### src/rtl/pixel_pack_out.sv
// Packs a ready/valid 8-bit pixel stream into 32-bit words with start-of-frame / end-of-line flags.
// Optional per-frame min/max/sum statistics are enabled by defining STATS_EN.
module pixel_pack_out #(
  parameter int IMG_WIDTH  = 1024,
  parameter int IMG_HEIGHT = 1024,
  parameter int FCNT_W     = 16
) (
  input  logic              clk,
  input  logic              rst,
  input  logic [7:0]        in_pixel,
  input  logic              in_valid,
  output logic              in_ready,
  input  logic              sync_clr,
  output logic [31:0]       out_data,
  output logic              out_valid,
  input  logic              out_ready,
  output logic              out_sof,
  output logic              out_last,
  output logic [FCNT_W-1:0] frame_cnt,
  output logic [7:0]        stat_min,
  output logic [7:0]        stat_max,
  output logic [31:0]       stat_sum,
  output logic              stat_valid
);

  localparam int CW = (IMG_WIDTH > 1) ? $clog2(IMG_WIDTH) : 1;
  localparam int RW = (IMG_HEIGHT > 1) ? $clog2(IMG_HEIGHT) : 1;
  localparam logic [CW-1:0] COL_LAST = CW'(IMG_WIDTH - 1);
  localparam logic [RW-1:0] ROW_LAST = RW'(IMG_HEIGHT - 1);

  logic [1:0]    lane;
  logic [CW-1:0] col;
  logic [RW-1:0] row;
  logic [23:0]   pack;
  logic          accept;
  logic          load;
  logic          col_wrap;
  logic          frame_end;

  // Handshake: a pixel moves when in_valid && in_ready, a word moves when out_valid && out_ready.
  // Only the lane-3 pixel can stall, and only when the output word is full and not draining.
  assign in_ready  = !rst && !sync_clr && ((lane != 2'd3) || !out_valid || out_ready);
  assign accept    = in_valid && in_ready;
  assign load      = accept && (lane == 2'd3);
  assign col_wrap  = (col == COL_LAST);
  assign frame_end = col_wrap && (row == ROW_LAST);

  always_ff @(posedge clk) begin
    if (rst || sync_clr) begin
      lane <= 2'd0;
      col  <= '0;
      row  <= '0;
      pack <= '0;
    end else if (accept) begin
      case (lane)
        2'd0:    pack[7:0]   <= in_pixel;
        2'd1:    pack[15:8]  <= in_pixel;
        2'd2:    pack[23:16] <= in_pixel;
        default: pack        <= pack;
      endcase
      lane <= lane + 2'd1;
      if (col_wrap) begin
        col <= '0;
        row <= (row == ROW_LAST) ? '0 : row + RW'(1);
      end else begin
        col <= col + CW'(1);
      end
    end
  end

  // Width is a multiple of 4, so lane 3 always lines up with col%4==3 and frame_end coincides with a load.
  always_ff @(posedge clk) begin
    if (rst) begin
      out_data  <= '0;
      out_valid <= 1'b0;
      out_sof   <= 1'b0;
      out_last  <= 1'b0;
      frame_cnt <= '0;
    end else begin
      if (load) begin
        out_data  <= {in_pixel, pack};
        out_valid <= 1'b1;
        out_sof   <= (row == '0) && (col == CW'(3));
        out_last  <= col_wrap;
      end else if (out_ready) begin
        out_valid <= 1'b0;
      end
      if (accept && frame_end) begin
        frame_cnt <= frame_cnt + FCNT_W'(1);
      end
    end
  end

`ifdef STATS_EN
  logic [7:0]  run_min;
  logic [7:0]  run_max;
  logic [31:0] run_sum;
  logic [7:0]  nxt_min;
  logic [7:0]  nxt_max;
  logic [31:0] nxt_sum;
  logic        first_px;

  // Pixel (0,0) seeds the accumulators; sync_clr realigns position so the next frame reseeds.
  always_comb begin
    first_px = (col == '0) && (row == '0);
    nxt_min  = (first_px || (in_pixel < run_min)) ? in_pixel : run_min;
    nxt_max  = (first_px || (in_pixel > run_max)) ? in_pixel : run_max;
    nxt_sum  = first_px ? {24'd0, in_pixel} : run_sum + {24'd0, in_pixel};
  end

  always_ff @(posedge clk) begin
    if (rst) begin
      run_min    <= '0;
      run_max    <= '0;
      run_sum    <= '0;
      stat_min   <= '0;
      stat_max   <= '0;
      stat_sum   <= '0;
      stat_valid <= 1'b0;
    end else begin
      stat_valid <= 1'b0;
      if (sync_clr) begin
        run_min <= '0;
        run_max <= '0;
        run_sum <= '0;
      end else if (accept) begin
        run_min <= nxt_min;
        run_max <= nxt_max;
        run_sum <= nxt_sum;
        if (frame_end) begin
          stat_min   <= nxt_min;
          stat_max   <= nxt_max;
          stat_sum   <= nxt_sum;
          stat_valid <= 1'b1;
        end
      end
    end
  end
`else
  assign stat_min   = '0;
  assign stat_max   = '0;
  assign stat_sum   = '0;
  assign stat_valid = 1'b0;
`endif

endmodule

### config.mk
export PLATFORM = sky130hd
export DESIGN_NAME = pixel_pack_out
export DESIGN_NICKNAME = d
export VERILOG_FILES = /design/src/rtl/pixel_pack_out.sv
export SDC_FILE = /design/constraint.sdc
export NUM_CORES = 1
export LEC_CHECK = 0
export ABC_AREA = 1
export ABC_CLOCK_PERIOD_IN_PS = 3000
export BUFFER_PORTS_ARGS = -buffer_cell sky130_fd_sc_hd__buf_2
export CAP_MARGIN = 20
export CORE_MARGIN = 3
export CORE_UTILIZATION = 48
export DETAILED_ROUTE_END_ITERATION = 16
export GPL_TIMING_DRIVEN = 0
export PLACE_DENSITY = 0.73
export SLEW_MARGIN = 15
export SYNTH_ARGS = -nofsm -noshare
export SYNTH_HDL_FRONTEND = slang
export SYNTH_SLANG_ARGS = --single-unit
export TNS_END_PERCENT = 5
### constraint.sdc
create_clock -name clk -period 3 [get_ports clk]
set_clock_uncertainty 0.15 [all_clocks]
set_input_delay 0 -clock clk [delete_from_list [all_inputs] [get_ports clk]]
set_output_delay 0 -clock clk [all_outputs]
set_load 0.01 [all_outputs]
[After elaboration in Yosys (flattened, before gate mapping)]
Cells that the tools add are included.
Word-level totals
  register bits: 97
  latch bits: 0
  bits in writable memories: 0
  bits in read-only memories: 0
  input bits: 13
  output and inout bits: 101
  logic and storage cells: 46
  memories kept: 0
Cells by class
  $add $sub $neg: 4
  multiply operators: 0
  divide/modulo/power cells: 0
  order comparisons: 0
  equal/unequal tests: 7
  shift operators: 0
  muxes and demuxes: 4
  bitwise logic cells: 0
  reduce and logical (&&, ||, !) cells: 20
Operators by type and width (count)
  10-bit by 1-bit adder with 10-bit output (second input constant): 2
  10-bit == test (second input constant): 2
  10-bit 2-to-1 mux: 2
  16-bit by 1-bit adder with 16-bit output (second input constant): 1
  10-bit by 2-bit == test with 1-bit output (second input constant): 1
  10-bit logical NOT: 1
  2-bit AND reduction: 4
  1-bit logical AND: 7
  2-bit == test (second input constant): 2
  1-bit logical NOT: 3
  1-bit logical OR: 3
  2-bit by 1-bit adder with 2-bit output (second input constant): 1
  2-bit by 1-bit == test with 1-bit output (second input constant): 1
  2-bit logical NOT: 1
  1-bit 2-to-1 mux: 2
  2-bit != test (second input constant): 1
  2-bit nonzero test: 1

[Depth between registers and ports, before layout]
Gate-level depths: netlist (run 1).
  word-level depth: 7
  gate-level depth with buffers: 10
  mapped depth without buffers: 10

[Worst setup path before layout (run 1)]
No wires, ideal clock.
  path type: register to register
  from: reg lane[0]
  to: reg pack[0]
  library setup time: 132 ps
  arrival time: 1409 ps
  required time: 2718 ps
  setup slack: 1309 ps
  stages on the path, launching flop included: 9
  buffers on the path: 1
  clock period less this slack: 1691 ps
  cells stage by stage: dfxtp_1 -> ha_1 -> nand3_1 -> nand3_4 -> inv_2 -> buf_2 -> nand2_1 -> nand2_1 -> a21oi_1
On the way
  word-level cells in the longest chain between the ends: 6
  elaborated cells between the ends (all ways): 7
  classes of those cells: eq/ne: 1; reduce/logical: 6
RTL lines
  start: declaration: line 31  | logic [1:0] lane;
  start signal: assignment: line 61  | lane <= lane + 2'd1;
  2-bit != test: line 42  | assign in_ready = !rst && !sync_clr && ((lane != 2'd3) || !out_valid || out_ready);
  1-bit logical OR (2 in series): line 42
  1-bit logical AND: line 42
  1-bit logical AND: line 43  | assign accept = in_valid && in_ready;
  2-bit AND reduction (no source line) *
  end signal: assignment: line 56  | 2'd0: pack[7:0] <= in_pixel;
  end signal: assignment: line 59  | default: pack <= pack;
  end: declaration: line 34  | logic [23:0] pack;
Every way passes the cells marked *; elsewhere a longest branch is shown, timed or not.
A chain may end at the register's enable or synchronous reset.

[Final worst setup path (run 1)]
  from: reg lane[0]
  to: reg pack[3]
The elaborated chain is that of the path after synthesis.

==> impl_metrics.yaml, run 1 <==
die:
  dieArea_um2: 11000
  ios: 114
  start_util: 0.5007
  dieHeight_um: 104.9
  die_x_um: 104.9
  coreArea_um2: 9371
  rows: 35
power:
  internal_power_uw: 1676
  peakVddDrop_mv: 0.1982
  pwr-share-clk: 0.357
  swShare: 0.2576
  power_leakage_uw: 0.002502
  power_density_nw_per_um2: 398.9
  pwr-share-comb: 0.071
  p_seq_frac: 0.572
  power.total_uw: 2257
  p_sw_uw: 581.5
worst_hold_path:
  hold_end: "out_valid"
  whs_path_depth: 5
  min_path_type: "in -> reg"
  hp-start: "out_ready"
layout:
  mostFrequentLayoutCells: "nand2_1 (198), dfxtp_1 (97), a21oi_1 (79)"
  fin_nets: 796
  drive_gt1_frac: 0.2128
  diodes: 0
  final_common_cell: "nand2_1"
  synthToLayoutAreaGrowth_pct: 20.61
placed_design:
  portBuffers: 64
  place.gp.congestion: 0.8502
  place_hpwl_um: 8110
detailed_routing:
  wire_per_inst_um: 11.80
  drc: 0
  ant_nets: 0
  viasPerCell: 4.713
  drtIter0Drc: 226
  finalWirelength_um: 10730
  vias: 4284
  firstDrtPassIters: 4
sta:
  setup_viol: 0
  rsz0062_at_grt: "no"
  slew-limit-headroom: 0.6302
  report.final.slew_viol_count: 0
  tightest_slew_ns: 0.5546
  max_freq_mhz: 465.8
  hold_violations: 0
  period_share: 0.7157
  min_period_ns: 2.147
  setup_tns_ns: 0
worst_setup_path:
  r2r_end: "pack[3]"
  regToRegSetupSlack_ns: 0.85
  reg2reg_from: "lane[0]"
  worstSetupEndpointType: "flip-flop"
  cp-start-kind: "flip-flop"
  required_ns: 3.08
  worstRegToRegCells: 8
  critPathMaxFanout: 10
  critPathKind: "reg -> reg"
  worst_ep_arrival_time_ns: 2.23
yosys:
  synthFlopType: "dfxtp_1"
  synth-async-reset-ratio: 0
  netlist_area_um2: 4692
  ys_seq_area_frac: 0.4139
  yosysUniqueCellTypes: 29
  avgSynthCellArea_um2: 7.331
  synth_top_area_frac: 0.4139
  ys.warnings.count: 0
  synth_edf_count: 0
  syn_inst: 640
  yosys.area.top_type: "dfxtp_1"
  synth_area_leaders: "dfxtp_1 (41%), nand2_1 (16%), a21oi_1 (8.4%)"
  ys_seq_elements: 97
clock_network:
  numCtsBuffers: 9
  clk_pin_slew_ns: 0.10
  cts_buffer_depth: 2
  cts_root_buf: "clkbuf_8"
  cts_sinks: 97
  cts_tree: "yes"
  htreeDepth: 3
  cts_setup_buffers: 0
  worstSkewPairLatency_ns: 0.37
  cts-resized-gates: 0
global_routing:
  grt_pass1_vias: 3737
  grtUsageTotal: 0.1942
  grt_max_degree: 19
  antenna_found_initial: 0
  grt_pass1_wl_um: 17730
  overflow: 0
outcome:
  status: "finished clean"
flow_run:
  drv_cap: 0
==> Yosys cell counts (6+ instances only) <==
master / count
o21ai_0: 9
buf_4: 52
nand2_1: 198
inv_1: 40
dfxtp_1: 97
nor2_1: 33
ha_1: 8
nand4_1: 7
nor2_4: 6
xor2_1: 15
nor3_1: 8
clkbuf_1: 10
nand3_1: 41
buf_2: 7
a21oi_1: 79
==> power groups by stage <==
stage	clock network, uW	registers (uW)	logic, uW
floorplan	0	1320	111
global placement	0	1320	144
detailed placement	0	1320	145
global route	881	1290	175
finish	805	1290	161
CTS	827	1290	157
==> routing by layer <==
metal  vias to the layer above  track usage  wire [um]
li1                       2214            -          -
met1                      1926       0.2576       4744
met2                       126       0.3130       5017
met3                        18      0.02965        741
met4                         0      0.08529        226
met5                         -            0          0
==> registers in the layout, summed over array words and instances (netlist names) <==
name and flops:
out_sof 1, col 10, out_data 32, pack 24, out_last 1, lane 2
frame_cnt 16, out_valid 1, row 10
==> worst max-delay path, stage by stage (launching register included) <==
cell     delay, ns
dfxtp_1       0.34
ha_1          0.26
nand3_1       0.22
nand3_4       0.18
inv_2         0.15
buf_2         0.25
nand2_1       0.25
nand2_1       0.13
a21oi_1       0.07
==> worst max path at each step <==
stage / startpoint / to / slack [ns]
floorplan: lane[0] / pack[0] / 1.31
global placement: lane[0] / pack[6] / 0.92
detailed placement: lane[0] / pack[2] / 0.87
CTS: lane[0] / pack[2] / 0.84
global route: lane[0] / pack[0] / 0.71
finish: lane[0] / pack[3] / 0.85
==> kinds of logic (layout without fill, tap and decap cells) <==
| logic type | Yosys count | after routing | share of synthesized area |
|---|---|---|---|
| and+or+nand+nor | 313 | 313 | 0.2976 |
| DFF | 97 | 97 | 0.4139 |
| other | 1 | 49 | 0.0007992 |
| xor gates and xnor gates | 15 | 15 | 0.02800 |
| adders and majority gates | 8 | 8 | 0.02133 |
| AOI/OAI and AO/OA | 93 | 93 | 0.1029 |
| buffers and inverters | 113 | 205 | 0.1355 |
==> what timing repair did <==
| item | 4_1_cts | 5_1_grt |
|---|---|---|
| hold endpoints to repair | 40 | 0 |
| setup endpoints to repair | 0 | 0 |
| hold buffers | 12 | 0 |
==> layout make-up <==
type / count / area (um2)
Buffer: 70 / 474.2
Clock buffer: 9 / 123.9
Clock inverter: 7 / 61.31
Fill cell: 894 / 3712
Inverter: 43 / 161.4
Multi-Input combinational cell: 478 / 2295
Sequential cell: 97 / 1942
Tap cell: 129 / 161.4
Timing Repair Buffer: 76 / 440.4
==> stage by stage <==
step / hold slack, ns / setup slack [ns] / instance area [um2] / util / cells
final: 0.3014 / 0.8530 / 5659 / 0.6039 / 909
after global routing: 0.3137 / 0.7148 / 5659 / 0.6039 / 909
after CTS: 0.2608 / 0.8367 / 5659 / 0.6039 / 909
after detailed placement: 0.1251 / 0.8699 / 5354 / 0.5713 / 881
after global placement: 0.1178 / 0.9211 / 5354 / 0.5713 / 881
after floorplan: -0.01510 / 1.309 / 4872 / - / 688
Power figures use the tool's default switching activity.
==> run 2: changes to the inputs <==
--- a/config.mk
+++ b/config.mk
@@ -6,7 +6,7 @@
 export NUM_CORES = 1
 export LEC_CHECK = 0
 export ABC_AREA = 1
-export ABC_CLOCK_PERIOD_IN_PS = 3000
+export ABC_CLOCK_PERIOD_IN_PS = 2000
 export BUFFER_PORTS_ARGS = -buffer_cell sky130_fd_sc_hd__buf_2
 export CAP_MARGIN = 20
 export CORE_MARGIN = 3
==> constraint.sdc (replaced) <==
create_clock -name clk -period 2 [get_ports clk]
set_clock_uncertainty 0.15 [all_clocks]
set_input_delay 0 -clock clk [delete_from_list [all_inputs] [get_ports clk]]
set_output_delay 0 -clock clk [all_outputs]
set_load 0.01 [all_outputs]
==> run 2 against run 1 <==
Compared with the run above: sequential cell count did not move; combinational power is 52% higher; critical path type unchanged; largest power group unchanged; worst hold slack got worse by 0.023 ns; routed wire length is 0.59% higher; highest routed layer unchanged.
==> impl_metrics.yaml, run 2 (synthesis gave the netlist of run 1 again) <==
detailed_routing:
  vias: 4339
  drtIter0Drc: 205
  finalWirelength_um: 10790
  viasPerCell: 4.768
  ant_nets: 0
  drc: 0
  wire_per_inst_um: 11.86
  firstDrtPassIters: 5
sta:
  hold_violations: 0
  period_share: 0.9402
  setup_tns_ns: 0
  max_freq_mhz: 531.8
  rsz0062_at_grt: "no"
  setup_viol: 0
  report.final.slew_viol_count: 0
  fin_hold_ws_ns: 0.2779
  slew-limit-headroom: 0.6223
  tightest_slew_ns: 0.5665
  min_period_ns: 1.880
die:
  rows: 35
  die_x_um: 104.9
  dieArea_um2: 11000
  ios: 114
  start_util: 0.5007
  dieHeight_um: 104.9
  coreArea_um2: 9371
power:
  p_sw_uw: 872.2
  p_seq_frac: 0.572
  power_density_nw_per_um2: 593.7
  power_leakage_uw: 0.002508
  peakVddDrop_mv: 0.2984
  power.total_uw: 3387
  internal_power_uw: 2515
  swShare: 0.2575
  pwr-share-clk: 0.356
  pwr-share-comb: 0.072
layout:
  synthToLayoutAreaGrowth_pct: 21.57
  final_common_cell: "nand2_1"
  largestRegisters: "out_data: 32 flops, pack: 24 flops, frame_cnt: 16 flops"
  fin_util: 0.6087
  largest_reg_flops: 32
  diodes: 0
  fin_nets: 797
  drive_gt1_frac: 0.2241
  regMostFlops: "out_data"
  mostFrequentLayoutCells: "nand2_1 (196), dfxtp_1 (95), a21oi_1 (79)"
global_routing:
  antenna_found_initial: 0
  overflow: 0
  grt_pass1_wl_um: 17640
  grtUsageTotal: 0.1929
  grt_max_degree: 19
  grt_pass1_vias: 3729
worst_setup_path:
  required_ns: 2.08
  cp-start-kind: "flip-flop"
  worstSetupEndpointType: "flip-flop"
  worst_ep_arrival_time_ns: 1.96
  critPathKind: "reg -> reg"
  critPathMaxFanout: 10
clock_network:
  worstSkewPairLatency_ns: 0.37
  cts_tree: "yes"
  cts_sinks: 97
  cts_root_buf: "clkbuf_8"
  clk_pin_slew_ns: 0.10
  cts_buffer_depth: 2
  htreeDepth: 3
  numCtsBuffers: 9
outcome:
  status: "finished clean"
placed_design:
  portBuffers: 64
  place.gp.congestion: 0.8502
  place_hpwl_um: 8110
flow_run:
  drv_cap: 0
worst_hold_path:
  min_path_type: "in -> reg"
==> run 2: cell count changes in the layout (fill, tap and decap cells not counted), moves of 2 or more <==
cell     before  now
buf_2        71   69
buf_4        52   54
dfxtp_1      97   95
dfxtp_2       0    2
inv_2         2    0
inv_4         0    2
nand2_1     198  196
nand2_2       5    7
nand3_1      41   39
nand3_2       0    2
==> run 2: repair_timing <==
item | 4_1_cts | 5_1_grt
pin swaps | 0 | 2
gates cloned | 0 | 0
buffers inserted | 0 | 1
endpoints found under the hold margin | 40 | 0
resized for setup | 4 | 9
hold buffers | 12 | 0
endpoints found under the setup margin | 41 | 42
==> run 2: path summary, 6_finish.rpt <==
check                           startpoint            to  slack [ns]  cells after the start
worst max-delay path               lane[0]       pack[3]        0.12                      8
worst min-delay path             out_ready     out_valid        0.28                      5
worst max register to register     lane[0]       pack[3]        0.12                      8
worst min register to register    pack[16]  out_data[16]        0.31                      2
==> run 2: power by group through the flow <==
stage               clock network [uW]  logic [uW]  registers [uW]
floorplan                            0         166            1980
global placement                     0         216            1980
global route                      1320         264            1940
CTS                               1240         237            1940
detailed placement                   0         217            1980
finish                            1210         244            1940
==> run 2: per-stage QoR <==
step | area (um2) | worst slack, ns | cells
6_report | 5704 | 0.1196 | 910
5_1_grt | 5704 | 0.000006661 | 910
4_1_cts | 5672 | 0.02491 | 909
3_5_place_dp | 5354 | -0.1301 | 881
3_3_place_gp | 5354 | -0.07895 | 881
2_1_floorplan | 4872 | 0.3090 | 688
==> run 2: critical path, stage by stage (launching register included) <==
cell and delay [ns]:
dfxtp_1 0.34, ha_1 0.27, nand3_2 0.15, nand3_4 0.17
inv_4 0.14, buf_4 0.20, nand2_2 0.15, nand2_1 0.11
a21oi_1 0.07
==> run 2: area by class of cell <==
cell class,instances,area (um2)
well taps,129,161.4
plain buffers,70,479.2
flip-flops and latches,97,1944
fillers,890,3667
clock inverters,7,61.31
multi-input cells,478,2320
repair buffers,77,447.9
inverters,43,166.4
clock buffers,9,123.9
==> run 2: per-layer routing <==
| metal | global-route usage | vias up | wire length, um |
|---|---|---|---|
| li1 | - | 2218 | - |
| met1 | 0.2553 | 1971 | 4870 |
| met2 | 0.3112 | 131 | 5064 |
| met3 | 0.02965 | 19 | 636 |
| met4 | 0.08529 | 0 | 221 |
| met5 | 0 | - | 0 |
